`src/rtl/load_store_unit.sv`:
```
// Load/store initiator between the CPU and a word-addressed data memory.
// Sub-word stores are done as read-modify-write because the memory only writes whole words.
module load_store_unit #(
  parameter int MEM_BYTES = 512
) (
  input  logic        clock,
  input  logic        reset,
  input  logic        req,
  input  logic        we,
  input  logic [1:0]  size,
  input  logic        sign_ext,
  input  logic [31:0] addr,
  input  logic [31:0] wdata,
  output logic        ready,
  output logic        done,
  output logic        err,
  output logic [31:0] rdata,
  output logic [31:0] mem_address,
  output logic        mem_MemRead,
  output logic        mem_MemWrite,
  output logic [31:0] mem_WriteData,
  input  logic [31:0] mem_ReadData
);

  localparam logic [31:0] MEM_LIMIT = MEM_BYTES;

  typedef enum logic [1:0] {IDLE, RD, WR, FIN} state_t;

  state_t      state_q, state_d;
  logic        we_q, we_d;
  logic [1:0]  size_q, size_d;
  logic        sext_q, sext_d;
  logic [31:0] addr_q, addr_d;
  logic [31:0] wdata_q, wdata_d;
  logic        err_q, err_d;
  logic [31:0] rdata_q, rdata_d;
  logic [31:0] wword_q, wword_d;

  logic        bad_req;
  logic [31:0] rd_shift, wr_shift, merged;
  logic [3:0]  lane_mask;

  always_comb begin
    bad_req = (size == 2'd3) || (addr >= MEM_LIMIT) ||
              (size == 2'd1 && addr[0]) || (size == 2'd2 && addr[1:0] != 2'b00);
  end

  always_comb begin
    state_d = state_q;
    we_d    = we_q;
    size_d  = size_q;
    sext_d  = sext_q;
    addr_d  = addr_q;
    wdata_d = wdata_q;
    err_d   = err_q;
    rdata_d = rdata_q;
    wword_d = wword_q;

    // Align the addressed lane to bit 0 for loads, and wdata up to its lane for stores.
    rd_shift  = mem_ReadData >> {addr_q[1:0], 3'b000};
    wr_shift  = wdata_q << {addr_q[1:0], 3'b000};
    lane_mask = (size_q == 2'd0) ? (4'b0001 << addr_q[1:0]) : (4'b0011 << addr_q[1:0]);
    merged    = mem_ReadData;
    for (int k = 0; k < 4; k++) begin
      if (lane_mask[k]) merged[8*k +: 8] = wr_shift[8*k +: 8];
    end

    case (state_q)
      IDLE: begin
        if (req) begin
          we_d    = we;
          size_d  = size;
          sext_d  = sign_ext;
          addr_d  = addr;
          wdata_d = wdata;
          err_d   = bad_req;
          if (bad_req)                    state_d = FIN;
          else if (we && size == 2'd2) begin
            wword_d = wdata;
            state_d = WR;
          end else                        state_d = RD;
        end
      end
      RD: begin
        if (we_q) begin
          wword_d = merged;
          state_d = WR;
        end else begin
          case (size_q)
            2'd0:    rdata_d = {{24{sext_q & rd_shift[7]}}, rd_shift[7:0]};
            2'd1:    rdata_d = {{16{sext_q & rd_shift[15]}}, rd_shift[15:0]};
            default: rdata_d = mem_ReadData;
          endcase
          state_d = FIN;
        end
      end
      WR:  state_d = FIN;
      FIN: state_d = IDLE;
    endcase
  end

  always_ff @(posedge clock) begin
    if (reset) begin
      state_q <= IDLE;
      we_q    <= 1'b0;
      size_q  <= 2'd0;
      sext_q  <= 1'b0;
      addr_q  <= 32'd0;
      wdata_q <= 32'd0;
      err_q   <= 1'b0;
      rdata_q <= 32'd0;
      wword_q <= 32'd0;
    end else begin
      state_q <= state_d;
      we_q    <= we_d;
      size_q  <= size_d;
      sext_q  <= sext_d;
      addr_q  <= addr_d;
      wdata_q <= wdata_d;
      err_q   <= err_d;
      rdata_q <= rdata_d;
      wword_q <= wword_d;
    end
  end

  assign ready         = (state_q == IDLE);
  assign done          = (state_q == FIN);
  assign err           = (state_q == FIN) & err_q;
  assign rdata         = rdata_q;
  assign mem_MemRead   = (state_q == RD);
  // Gated by reset so a write in flight can never land while reset is asserted.
  assign mem_MemWrite  = (state_q == WR) & ~reset;
  assign mem_address   = (state_q == RD || state_q == WR) ? {addr_q[31:2], 2'b00} : 32'd0;
  assign mem_WriteData = wword_q;

endmodule

```
`config.mk`:
```
export PLATFORM = sky130hd
export DESIGN_NAME = load_store_unit
export DESIGN_NICKNAME = d
export VERILOG_FILES = /design/src/rtl/load_store_unit.sv
export SDC_FILE = /design/constraint.sdc
export NUM_CORES = 1
export LEC_CHECK = 0
export CAP_MARGIN = 5
export CELL_PAD_IN_SITES_DETAIL_PLACEMENT = 1
export CELL_PAD_IN_SITES_GLOBAL_PLACEMENT = 2
export CORE_MARGIN = 2
export CORE_UTILIZATION = 26
export CTS_CLUSTER_SIZE = 40
export DETAILED_ROUTE_END_ITERATION = 6
export GPL_ROUTABILITY_DRIVEN = 1
export PLACE_DENSITY_LB_ADDON = 0.3
export SYNTH_ARGS = -nofsm -noshare
export SYNTH_HDL_FRONTEND = slang
export SYNTH_SLANG_ARGS = --single-unit
export TNS_END_PERCENT = 100
```
`constraint.sdc`:
```
create_clock -name clock -period 2.7 [get_ports clock]
set_input_delay 0.81 -clock clock [delete_from_list [all_inputs] [get_ports clock]]
set_output_delay 0.81 -clock clock [all_outputs]
set_load 0.01 [all_outputs]
```
* Yosys cells after proc, flatten, opt, wreduce, memory -nomap -nowiden *
Cells that the tools add are included.

word-level totals
  input port bits = 103
  word-level logic and storage cells = 62
  output and inout port bits = 101
  flip-flop bits (word level) = 135

operators by class
  bitwise gates (word level) = 6
  magnitude comparators = 1
  shift operators = 4
  eq/ne operators = 11
  reduce and logical (&&, ||, !) cells = 14
  muxes and demuxes = 17

operators with widths
  operator                                                             count
  two-way mux 32 bit                                                   5
  one-hot mux 32 bit (2 select lines)                                  2
  greater-or-equal comparator 32 x 10 -> 1 bit, second input constant  1
  two-way mux 8 bit                                                    4
  << shifter 32 x 5 -> 32 bit                                          1
  right shift 32 x 5 -> 16 bit                                         1
  == test 2 bit, second input constant                                 4
  one-hot mux 2 bit (4 select lines)                                   1
  == test 2 x 1 -> 1 bit, second input constant                        3
  two-way mux 2 bit                                                    3
  AND reduction 5 bit                                                  1
  bitwise AND 1 bit                                                    4
  logical NOT 2 bit                                                    2
  logical OR 1 bit                                                     4
  two-way mux 4 bit                                                    1
  inequality test 2 x 1 -> 1 bit, second input constant                2
  inequality test 2 bit, second input constant                         2
  AND reduction 2 bit                                                  2
  nonzero test 2 bit                                                   2
  << shifter 1 x 2 -> 4 bit, first input constant                      1
  << shifter 2 x 2 -> 4 bit, first input constant                      1
  logical AND 1 bit                                                    3
  NOT 1 bit                                                            2
  two-way mux 1 bit                                                    1

* Depth between registers and ports, before layout *
Gate-level depths: netlist (run 1).

  word-level depth = 7
  mapped depth = 9

* Worst setup path before layout (run 1) *
No wires, ideal clock.

  kind = input port to output port
  start = in reset
  end = out mem_MemWrite
  path slack = 0.244 ns
  cell stages on the path = 4
  buffers on the path = 3
  arrival time = 1.646 ns
  required time = 1.890 ns
  cells stage by stage = clkbuf_1 -> clkbuf_1 -> clkbuf_1 -> nor2b_1

between the ends
  cells in the longest elaborated chain, start to end = 2

ends and longest elaborated chain
  element             RTL line  text
  start: declaration  7         input logic reset,
  NOT 1 bit           132       assign mem_MemWrite = (state_q == WR) & ~reset;
  bitwise AND 1 bit   132
  end: declaration    20        output logic mem_MemWrite,

No other way between the ends.

* Worst setup path after layout (run 1) *
  start = reg state_q[0]
  end = out mem_address[15]

between the ends
  cells in the longest elaborated chain, start to end = 3
  elaborated cells on any way between the ends = 4
  those cells by class = 2 x eq/ne; 1 x mux; 1 x reduce/logical

ends and longest elaborated chain
  element                                                  RTL line  text
  start: declaration                                       29        state_t state_q, state_d;
  start signal: assignment                                 114       state_q <= state_d;
  == test 2 x 1 -> 1 bit or == test 2 bit (tied branches)  133       assign mem_address = (state_q == RD || state_q == WR) ? {addr_q[31:2], 2'b00} : 32'd0;
  logical OR 1 bit *                                       133
  two-way mux 32 bit *                                     133
  end: declaration                                         18        output logic [31:0] mem_address,

Every way passes the cells marked *; elsewhere a longest branch is shown, timed or not.

==> results of run 1 <==
==> timing repair <==
action / 4_1_cts / 5_1_grt
pin swaps: 1 / 6
setup buffers: 1 / 2
cloned: 1 / 2
endpoints found under the setup margin: 30 / 41
resized for setup: 53 / 18
==> stage by stage <==
stage               TNS [ps]  area, sq um
finish                     0         9788
global placement      -11880         9052
floorplan                  0         6564
CTS                   -8.491         9704
detailed placement    -10980         9052
global route          -44.08         9786
==> registers in the layout (all words and copies together) (netlist names) <==
register	count
we_q	1
err_q	1
rdata	32
size_q	2
mem_WriteData	32
wdata_q	24
addr_q	32
state_q	2
sext_q	1
==> kinds of logic after synthesis <==
kind of cell    after synthesis  share of synthesized area [%]
compound gates              194                          18.92
fa+ha+maj                     4                         0.7630
buf+inv                      78                          5.054
flops                       127                          38.76
mux                          60                          10.81
other cells                   1                        0.05716
simple gates                363                          25.63
==> layout by cell type (no fill, tap or decap), drive strengths merged, types with 9 or more instances in the layout <==
| master | count |
|---|---|
| nand2 | 178 |
| clkdlybuf4s50 | 161 |
| dfxtp | 127 |
| a21oi | 96 |
| nor2 | 60 |
| buf | 45 |
| and2 | 39 |
| nor2b | 32 |
| mux2i | 30 |
| mux2 | 30 |
| clkbuf | 23 |
| dlygate4sd2 | 18 |
| a211oi | 17 |
| o21ai | 17 |
| nand3 | 13 |
| nand2b | 12 |
| a31oi | 11 |
| o2bb2ai | 9 |
| dlymetal6s2s | 9 |
==> per-layer routing <==
layer | global-route usage (%) | up-vias | routed length, um
met5 | 0 | - | 10
li1 | - | 3242 | -
met4 | 4.988 | 2 | 313
met2 | 31.47 | 189 | 12280
met3 | 5.908 | 24 | 1906
met1 | 26.72 | 3225 | 12700
==> critical path, cell delays in order, from the launching register on <==
cell           delay (ps)
dfxtp_4               360
inv_1                  80
ha_4                  280
buf_4                 140
buf_4                 120
and2_1                140
dlygate4sd2_1         280
==> layout make-up <==
type	count	area [sq um]	share of cell area [%]
antenna	1	2.502	0.02557
clock buffer	17	425.4	4.346
clock inverter	15	185.2	1.892
inverter	4	15.01	0.1534
multi-input combinational	623	3726	38.07
sequential	127	2547	26.03
tap	330	412.9	4.218
timing repair buffer	247	2474	25.27
==> power groups by stage <==
stage	Sequential (mW)	Clock (mW)	Combinational (mW)
floorplan	2.55	0	1.81
global placement	2.52	0	3.46
detailed placement	2.54	0	3.48
CTS	2.50	2.47	3.65
global route	2.56	2.56	3.97
finish	2.50	2.43	3.63
==> how the worst min path moves through the flow <==
stage                          start          to  slack [ps]  cells past startpoint
after floorplan           addr_q[10]  addr_q[10]         430                      2
after CTS                  addr_q[2]   addr_q[2]         450                      2
after global placement     addr_q[3]   addr_q[3]         440                      2
final                      addr_q[2]   addr_q[2]         450                      2
after global routing       addr_q[2]   addr_q[2]         480                      2
after detailed placement   addr_q[2]   addr_q[2]         440                      2
==> flow_metrics.env, run 1 <==
export IMPL_status="finished, final reports clean"
export IMPL_fin_util_pct=39.21
export IMPL_maxClockFrequency_mhz=377.5
export IMPL_dominantRegCellSynth="dfxtp_1"
export IMPL_fin_crit_sh_pct=98.12
export IMPL_crit_arrival_ps=1840
export IMPL_fin_cells=1364
export IMPL_ys_warn_count=0
export IMPL_ctsLongestPathBuffers=2
export IMPL_fillers=2964
export IMPL_critPathKind="register to output pin"
export IMPL_ys_types=44
export IMPL_hold_viol=0
export IMPL_syn_area_sq_um=6560
export IMPL_setup_viol=0
export IMPL_drc=0
export IMPL_comb_power_share_pct=42.4
export IMPL_leakagePower_nw=3.762
export IMPL_hpwl_mm=18.92
export IMPL_tightest_slew_ps=733.5
export IMPL_cts_root_buf="clkbuf_16"
export IMPL_synth_top_cell_area_share_pct=38.76
export IMPL_placement_rows=58
export IMPL_place_worst_setup_slack_ps=-372.8
export IMPL_drt_first_pass_iters=4
export IMPL_dp_cells=1325
export IMPL_grt_first_pass_wirelength_mm=39.88
export IMPL_ioPinCount=204
export IMPL_total_power_mw=8.560
export IMPL_gp_congestion=0.7898
export IMPL_grt_pass1_vias=6586
export IMPL_cap_violations=0
export IMPL_area_growth_pct=49.21
export IMPL_p_int_mw=5.357
export IMPL_crit_start="state_q[0]"
export IMPL_finalWirelength_mm=27.21
export IMPL_postSynth_asyncResetShare_pct=0
export IMPL_ant_nets=0
export IMPL_grt_usage_pct=19.97
export IMPL_crit_required_ps=1890
export IMPL_cts_sinks=127
export IMPL_critical_path_max_fanout=4
export IMPL_r2r_end="mem_WriteData[20]"
export IMPL_insertion_delay_ps=430
export IMPL_clkTransAtPathRegs_ps=60
export IMPL_seq_power_share_pct=29.3
export IMPL_vias=6682
export IMPL_rsz0062_at_grt="true"
export IMPL_synth_cells=827
export IMPL_fin_crit_ps=2649
export IMPL_grt_start_max_net_pins=160
export IMPL_synth_area_leader_cell="dfxtp_1"
export IMPL_antenna_found_initial=2
export IMPL_relSlewSlack_pct=51.10
export IMPL_finClkSkew_ps=9.843
export IMPL_fin_hold_ws_ps=449.1
export IMPL_dr_first_iter_drc_count=462
export IMPL_r2r_start="state_q[1]"
export IMPL_cts_tree="yes"
export IMPL_cts_buffers_inserted=17
export IMPL_ys_ff_latch=127
export IMPL_io_buffers=201
export IMPL_slew_viol_final=0
export IMPL_hold_class="register to register"
export IMPL_yosysMostFrequentCell="nand2_1"
export IMPL_synth_edf_count=0
export IMPL_startpoint_type="register"
export IMPL_endpoint="mem_address[15]"
export IMPL_start_util_pct=26.28
export IMPL_chipHeight_um=162.8
export IMPL_overflow=0
export IMPL_drive_gt1_share_pct=12.58
export IMPL_nNetsFinal=1127
export IMPL_synthTopCellsByArea="dfxtp_1, nand2_1, a21oi_1"
export IMPL_avgSynthCellArea_sq_um=7.932
export IMPL_fp_coreArea_sq_um=24960
export IMPL_die_area_sq_um=26520
export IMPL_synth_seq_area_share_pct=38.76
export IMPL_peakVddDrop_v=0.0004217
export IMPL_synth_common_cells="nand2_1, dfxtp_1, a21oi_1"
export IMPL_worst_slack_ps=50.73
export IMPL_endpoint_kind="output pin"
export IMPL_r2r_cells=6
export IMPL_wire_per_inst_um=19.95
export IMPL_cts_max_level=4
export IMPL_switching_share_pct=37.42
export IMPL_power_density_nw_per_um2=874.6
export IMPL_pwr_share_clk_pct=28.4
export IMPL_vias_per_cell=4.899
export IMPL_reg2reg_slack_ps=410
export IMPL_hold_buffers=0
export IMPL_die_width_um=162.8
export IMPL_switchingPower_mw=3.203
Power figures use the tool's default switching activity.
==> inputs of run 2 (changes only) <==
GPL_ROUTABILITY_DRIVEN = not set   (was 1)
MAX_ROUTING_LAYER = met4   (was not set)
PLACE_DENSITY = 0.8   (was not set)
PLACE_DENSITY_LB_ADDON = not set   (was 0.3)
==> run 2 against run 1 <==
Net effect: core utilization is 0.68 points lower; hold slack worse by 0.74 ps; die area did not move; count of clock-buffer cells in the layout up 1; critical endpoint is now mem_address[4]; largest power group unchanged; first-iteration DRC count down 21%; critical path type unchanged.
==> flow_metrics.env, run 2 (synthesis results as in run 1) <==
export IMPL_status="finished, final reports clean"
export IMPL_die_width_um=162.8
export IMPL_drc=0
export IMPL_chipHeight_um=162.8
export IMPL_grt_usage_pct=20.10
export IMPL_fp_coreArea_sq_um=24960
export IMPL_final_common_cell="nand2_1"
export IMPL_fin_crit_ps=2619
export IMPL_overflow=0
export IMPL_vias=6570
export IMPL_r2r_start="addr_q[0]"
export IMPL_regArea_sq_um=2549
export IMPL_drt_first_pass_iters=4
export IMPL_area_growth_pct=46.63
export IMPL_relSlewSlack_pct=47.95
export IMPL_fillers=2962
export IMPL_ctsLongestPathBuffers=2
export IMPL_crit_arrival_ps=1810
export IMPL_place_worst_setup_slack_ps=-478.3
export IMPL_peakVddDrop_v=0.0004148
export IMPL_wire_per_inst_um=19.29
export IMPL_layout_common_cells="nand2_1, clkdlybuf4s50_1, dfxtp_1, a21oi_1, nor2_1"
export IMPL_dr_first_iter_drc_count=364
export IMPL_finClkSkew_ps=9.352
export IMPL_critPathKind="register to output pin"
export IMPL_fin_util_pct=38.53
export IMPL_slew_viol_final=0
export IMPL_tightest_slew_ps=777.2
export IMPL_crit_required_ps=1890
export IMPL_die_area_sq_um=26520
export IMPL_dp_cells=1321
export IMPL_finalSetupTns_ps=0
export IMPL_grt_pass1_vias=6681
export IMPL_postCtsSetupBuffers=0
export IMPL_critical_path_max_fanout=31
export IMPL_fin_cells=1354
export IMPL_fin_hold_ws_ps=448.4
export IMPL_min_from="addr_q[15]"
export IMPL_vias_per_cell=4.852
export IMPL_cts_tree="yes"
export IMPL_whs_endpoint="addr_q[15]"
export IMPL_grt_start_max_net_pins=160
export IMPL_startpoint_type="register"
export IMPL_insertion_delay_ps=430
export IMPL_ant_nets=0
export IMPL_cts_root_buf="clkbuf_16"
export IMPL_cts_sinks=127
export IMPL_finalWirelength_mm=26.12
export IMPL_placement_rows=58
export IMPL_power_density_nw_per_um2=862.7
export IMPL_io_buffers=201
export IMPL_hold_viol=0
export IMPL_ioPinCount=204
export IMPL_leakagePower_nw=3.647
export IMPL_cap_violations=0
export IMPL_r2r_end="mem_WriteData[25]"
export IMPL_rsz0062_at_grt="false"
export IMPL_cts_buffers_inserted=17
export IMPL_hpwl_mm=19.07
export IMPL_clkTransAtPathRegs_ps=60
export IMPL_r2r_cells=6
export IMPL_worst_slack_ps=81.39
export IMPL_grt_first_pass_wirelength_mm=39.32
export IMPL_antenna_found_initial=1
export IMPL_multi_input_area_sq_um=3702
export IMPL_hold_class="register to register"
export IMPL_nNetsFinal=1117
export IMPL_min_path_cells=2
export IMPL_cts_max_level=4
export IMPL_gp_congestion=0.8090
export IMPL_setup_viol=0
export IMPL_reg2reg_slack_ps=570
export IMPL_fin_crit_sh_pct=96.99
export IMPL_maxClockFrequency_mhz=381.9
export IMPL_drive_gt1_share_pct=10.36
export IMPL_start_util_pct=26.28
export IMPL_endpoint_kind="output pin"
## run 2: area by class of cell
| type | count | share of cell area (%) |
|---|---|---|
| inverters | 4 | 0.1561 |
| clock inverters | 14 | 1.886 |
| clock buffers | 18 | 4.566 |
| diodes | 1 | 0.02601 |
| well taps | 330 | 4.292 |
| repair buffers | 237 | 24.09 |
| multi-input cells | 623 | 38.49 |
| flip-flops and latches | 127 | 26.50 |
## run 2: where the power goes
group / internal (mW) / switching, mW / leakage [nW] / total [mW]
logic: 1.43 / 1.90 / 2.32 / 3.33
registers: 2.26 / 0.253 / 1.04 / 2.51
clock network: 1.49 / 0.965 / 0.295 / 2.46
total: 5.18 / 3.12 / 3.65 / 8.30
## run 2: what timing repair did
action	4_1_cts	5_1_grt
endpoints found under the setup margin	44	3
hold buffers	0	0
resized for setup	33	1
endpoints found under the hold margin	0	0
## run 2: through the flow
step                      power, mW  cell area, sq um
after detailed placement      5.963              9022
after global routing          8.824              9619
after CTS                     8.396              9614
after floorplan               4.363              6564
final                         8.299              9619
after global placement        5.904              9022
## run 2: how the worst max path moves through the flow
stage	from	endpoint	slack, ps	cells past startpoint
2_1_floorplan	reset	mem_MemWrite	240	4
3_3_place_gp	addr[13]	mem_WriteData[26]	-490	8
3_5_place_dp	addr[13]	mem_WriteData[24]	-480	8
4_1_cts	state_q[0]	mem_address[4]	40	5
5_1_grt	state_q[0]	ready	0.9	3
6_report	state_q[0]	mem_address[4]	80	5
## run 2: per-layer routing
layer	vias to the layer above	share of wire [%]	track usage [%]
met5	-	0	-
li1	3221	-	-
met3	14	7.2	6.188
met1	3158	46	25.55
met2	177	46	31.72
met4	0	0.67	3.741
## run 2: worst max-delay path: stages (launching register included)
cell           delay, ps
dfxtp_4              360
inv_1                 60
ha_1                 320
buf_12               170
and2_1               160
dlygate4sd2_1        310
==> inputs of run 3 (changes only) <==
CAP_MARGIN = not set   (was 5)
GPL_ROUTABILITY_DRIVEN = 0   (was not set)
SKIP_CTS_REPAIR_TIMING = 1   (was not set)
==> run 3 against run 2 <==
Net effect: via count is 0.35% higher; clock skew is 0.85 ps lower; power up 1.9%; flip-flop and latch count stayed put; count of clock-buffer cells in the layout did not move; clock power barely moved; global-route usage unchanged; first-iteration DRC count shrank 0.27%; critical endpoint is now mem_MemWrite.
==> flow_metrics.env, run 3 (synthesis results as in run 1) <==
export IMPL_finClkSkew_ps=8.498
export IMPL_overflow=0
export IMPL_dr_first_iter_drc_count=363
export IMPL_vias_per_cell=4.866
export IMPL_cts_root_buf="clkbuf_16"
export IMPL_layout_common_cells="nand2_1, clkdlybuf4s50_1, dfxtp_1, a21oi_1, nor2_1"
export IMPL_cp_cell_sequence="inv_1, ha_1, nor2b_1, clkdlybuf4s50_1"
export IMPL_finalSetupTns_ps=0
export IMPL_place_area_sq_um=9022
export IMPL_insertion_delay_ps=420
export IMPL_final_cell_area_sq_um=9767
export IMPL_leakagePower_nw=4.063
export IMPL_grt_usage_pct=20.10
export IMPL_fp_coreArea_sq_um=24960
export IMPL_cpPeakStageDelay_ps=560
export IMPL_crit_arrival_ps=1810
export IMPL_antenna_found_initial=1
export IMPL_critical_path_max_fanout=4
export IMPL_startpoint_type="register"
export IMPL_drt_first_pass_iters=4
export IMPL_vias=6593
export IMPL_fin_crit_sh_pct=97.19
export IMPL_chipHeight_um=162.8
export IMPL_fin_crit_ps=2624
export IMPL_die_width_um=162.8
export IMPL_slowest_stage="clkdlybuf4s50_1"
export IMPL_power_density_nw_per_um2=865.4
export IMPL_hold_viol=0
export IMPL_crit_start="state_q[0]"
export IMPL_clkTransAtPathRegs_ps=60
export IMPL_grt_pass1_vias=6694
export IMPL_die_area_sq_um=26520
export IMPL_cts_buffers_inserted=17
export IMPL_area_growth_pct=48.88
export IMPL_nNetsFinal=1118
export IMPL_drc=0
export IMPL_reg2reg_slack_ps=570
export IMPL_grt_first_pass_wirelength_mm=39.29
export IMPL_r2r_cells=6
export IMPL_r2r_end="mem_WriteData[25]"
export IMPL_status="finished, final reports clean"
export IMPL_finalWirelength_mm=26.28
export IMPL_ant_nets=0
export IMPL_critPathKind="register to output pin"
export IMPL_cts_sinks=127
export IMPL_fin_util_pct=39.12
export IMPL_cts_tree="yes"
export IMPL_endpoint="mem_MemWrite"
export IMPL_placement_rows=58
export IMPL_slew_viol_final=0
export IMPL_peakVddDrop_v=0.0004149
export IMPL_wire_per_inst_um=19.39
export IMPL_ioPinCount=204
export IMPL_final_common_cell="nand2_1"
export IMPL_r2r_start="addr_q[0]"
export IMPL_cap_violations=0
export IMPL_maxClockFrequency_mhz=381.1
export IMPL_crit_required_ps=1890
export IMPL_drive_gt1_share_pct=10.55
export IMPL_ctsLongestPathBuffers=2
export IMPL_io_buffers=201
export IMPL_tightest_slew_ps=779.0
export IMPL_setup_viol=0
export IMPL_relSlewSlack_pct=47.82
export IMPL_hold_class="register to register"
export IMPL_cts_max_level=4
export IMPL_endpoint_kind="output pin"
export IMPL_grt_start_max_net_pins=160
export IMPL_start_util_pct=26.28
export IMPL_hpwl_mm=19.07
run 3: changes by cell type in the layout (fill, tap and decap cells not counted), sizes merged:
cell	change
dlygate4sd2	-30
clkbuf	+1
dlymetal6s2s	+30
run 3: critical path: cells and delay by family, from the launching register on:
kind	cells	cell delay (ps)
buffers and inverters	2	680
adders and majority gates	1	190
DFF	1	340
and+or+nand+nor	1	180
run 3: final cells by class:
type	count	area, sq um
clock inverter	14	181.4
antenna	1	2.502
fill	2947	15200
tap	330	412.9
multi-input combinational	623	3715
timing repair buffer	238	2455
inverter	4	15.01
clock buffer	18	439.2
sequential	127	2546
run 3: worst min-delay path by stage:
stage               cells past startpoint         end       start
floorplan                               2  addr_q[10]  addr_q[10]
global placement                        2   addr_q[4]   addr_q[4]
detailed placement                      2  addr_q[15]  addr_q[15]
CTS                                     2  addr_q[15]  addr_q[15]
global route                            2   addr_q[3]   addr_q[3]
finish                                  2  addr_q[15]  addr_q[15]
run 3: per-stage QoR:
stage          std cells  power (mW)  hold slack (ps)  worst slack, ps
2_1_floorplan        828       4.363            431.7            243.8
4_1_cts             1353       8.446            451.0           -275.1
3_5_place_dp        1321       5.963            443.6           -478.3
6_report            1355       8.453            447.4            75.94
3_3_place_gp        1321       5.904            437.3           -487.2
5_1_grt             1355       8.979            471.7           -1.915
run 3: power by group:
group	internal (mW)	switching, mW	leakage [nW]
logic	1.55	1.93	2.73
clock network	1.49	0.963	0.295
registers	2.26	0.254	1.04
total	5.30	3.15	4.06
run 3: per-layer routing:
layer  GRT usage [%]  wire (um)  up-vias
li1                -          -     3219
met1           25.54      11950     3189
met2           31.70      12340      171
met3           6.239       1813       14
met4           3.741        172        0
met5               -          0        -
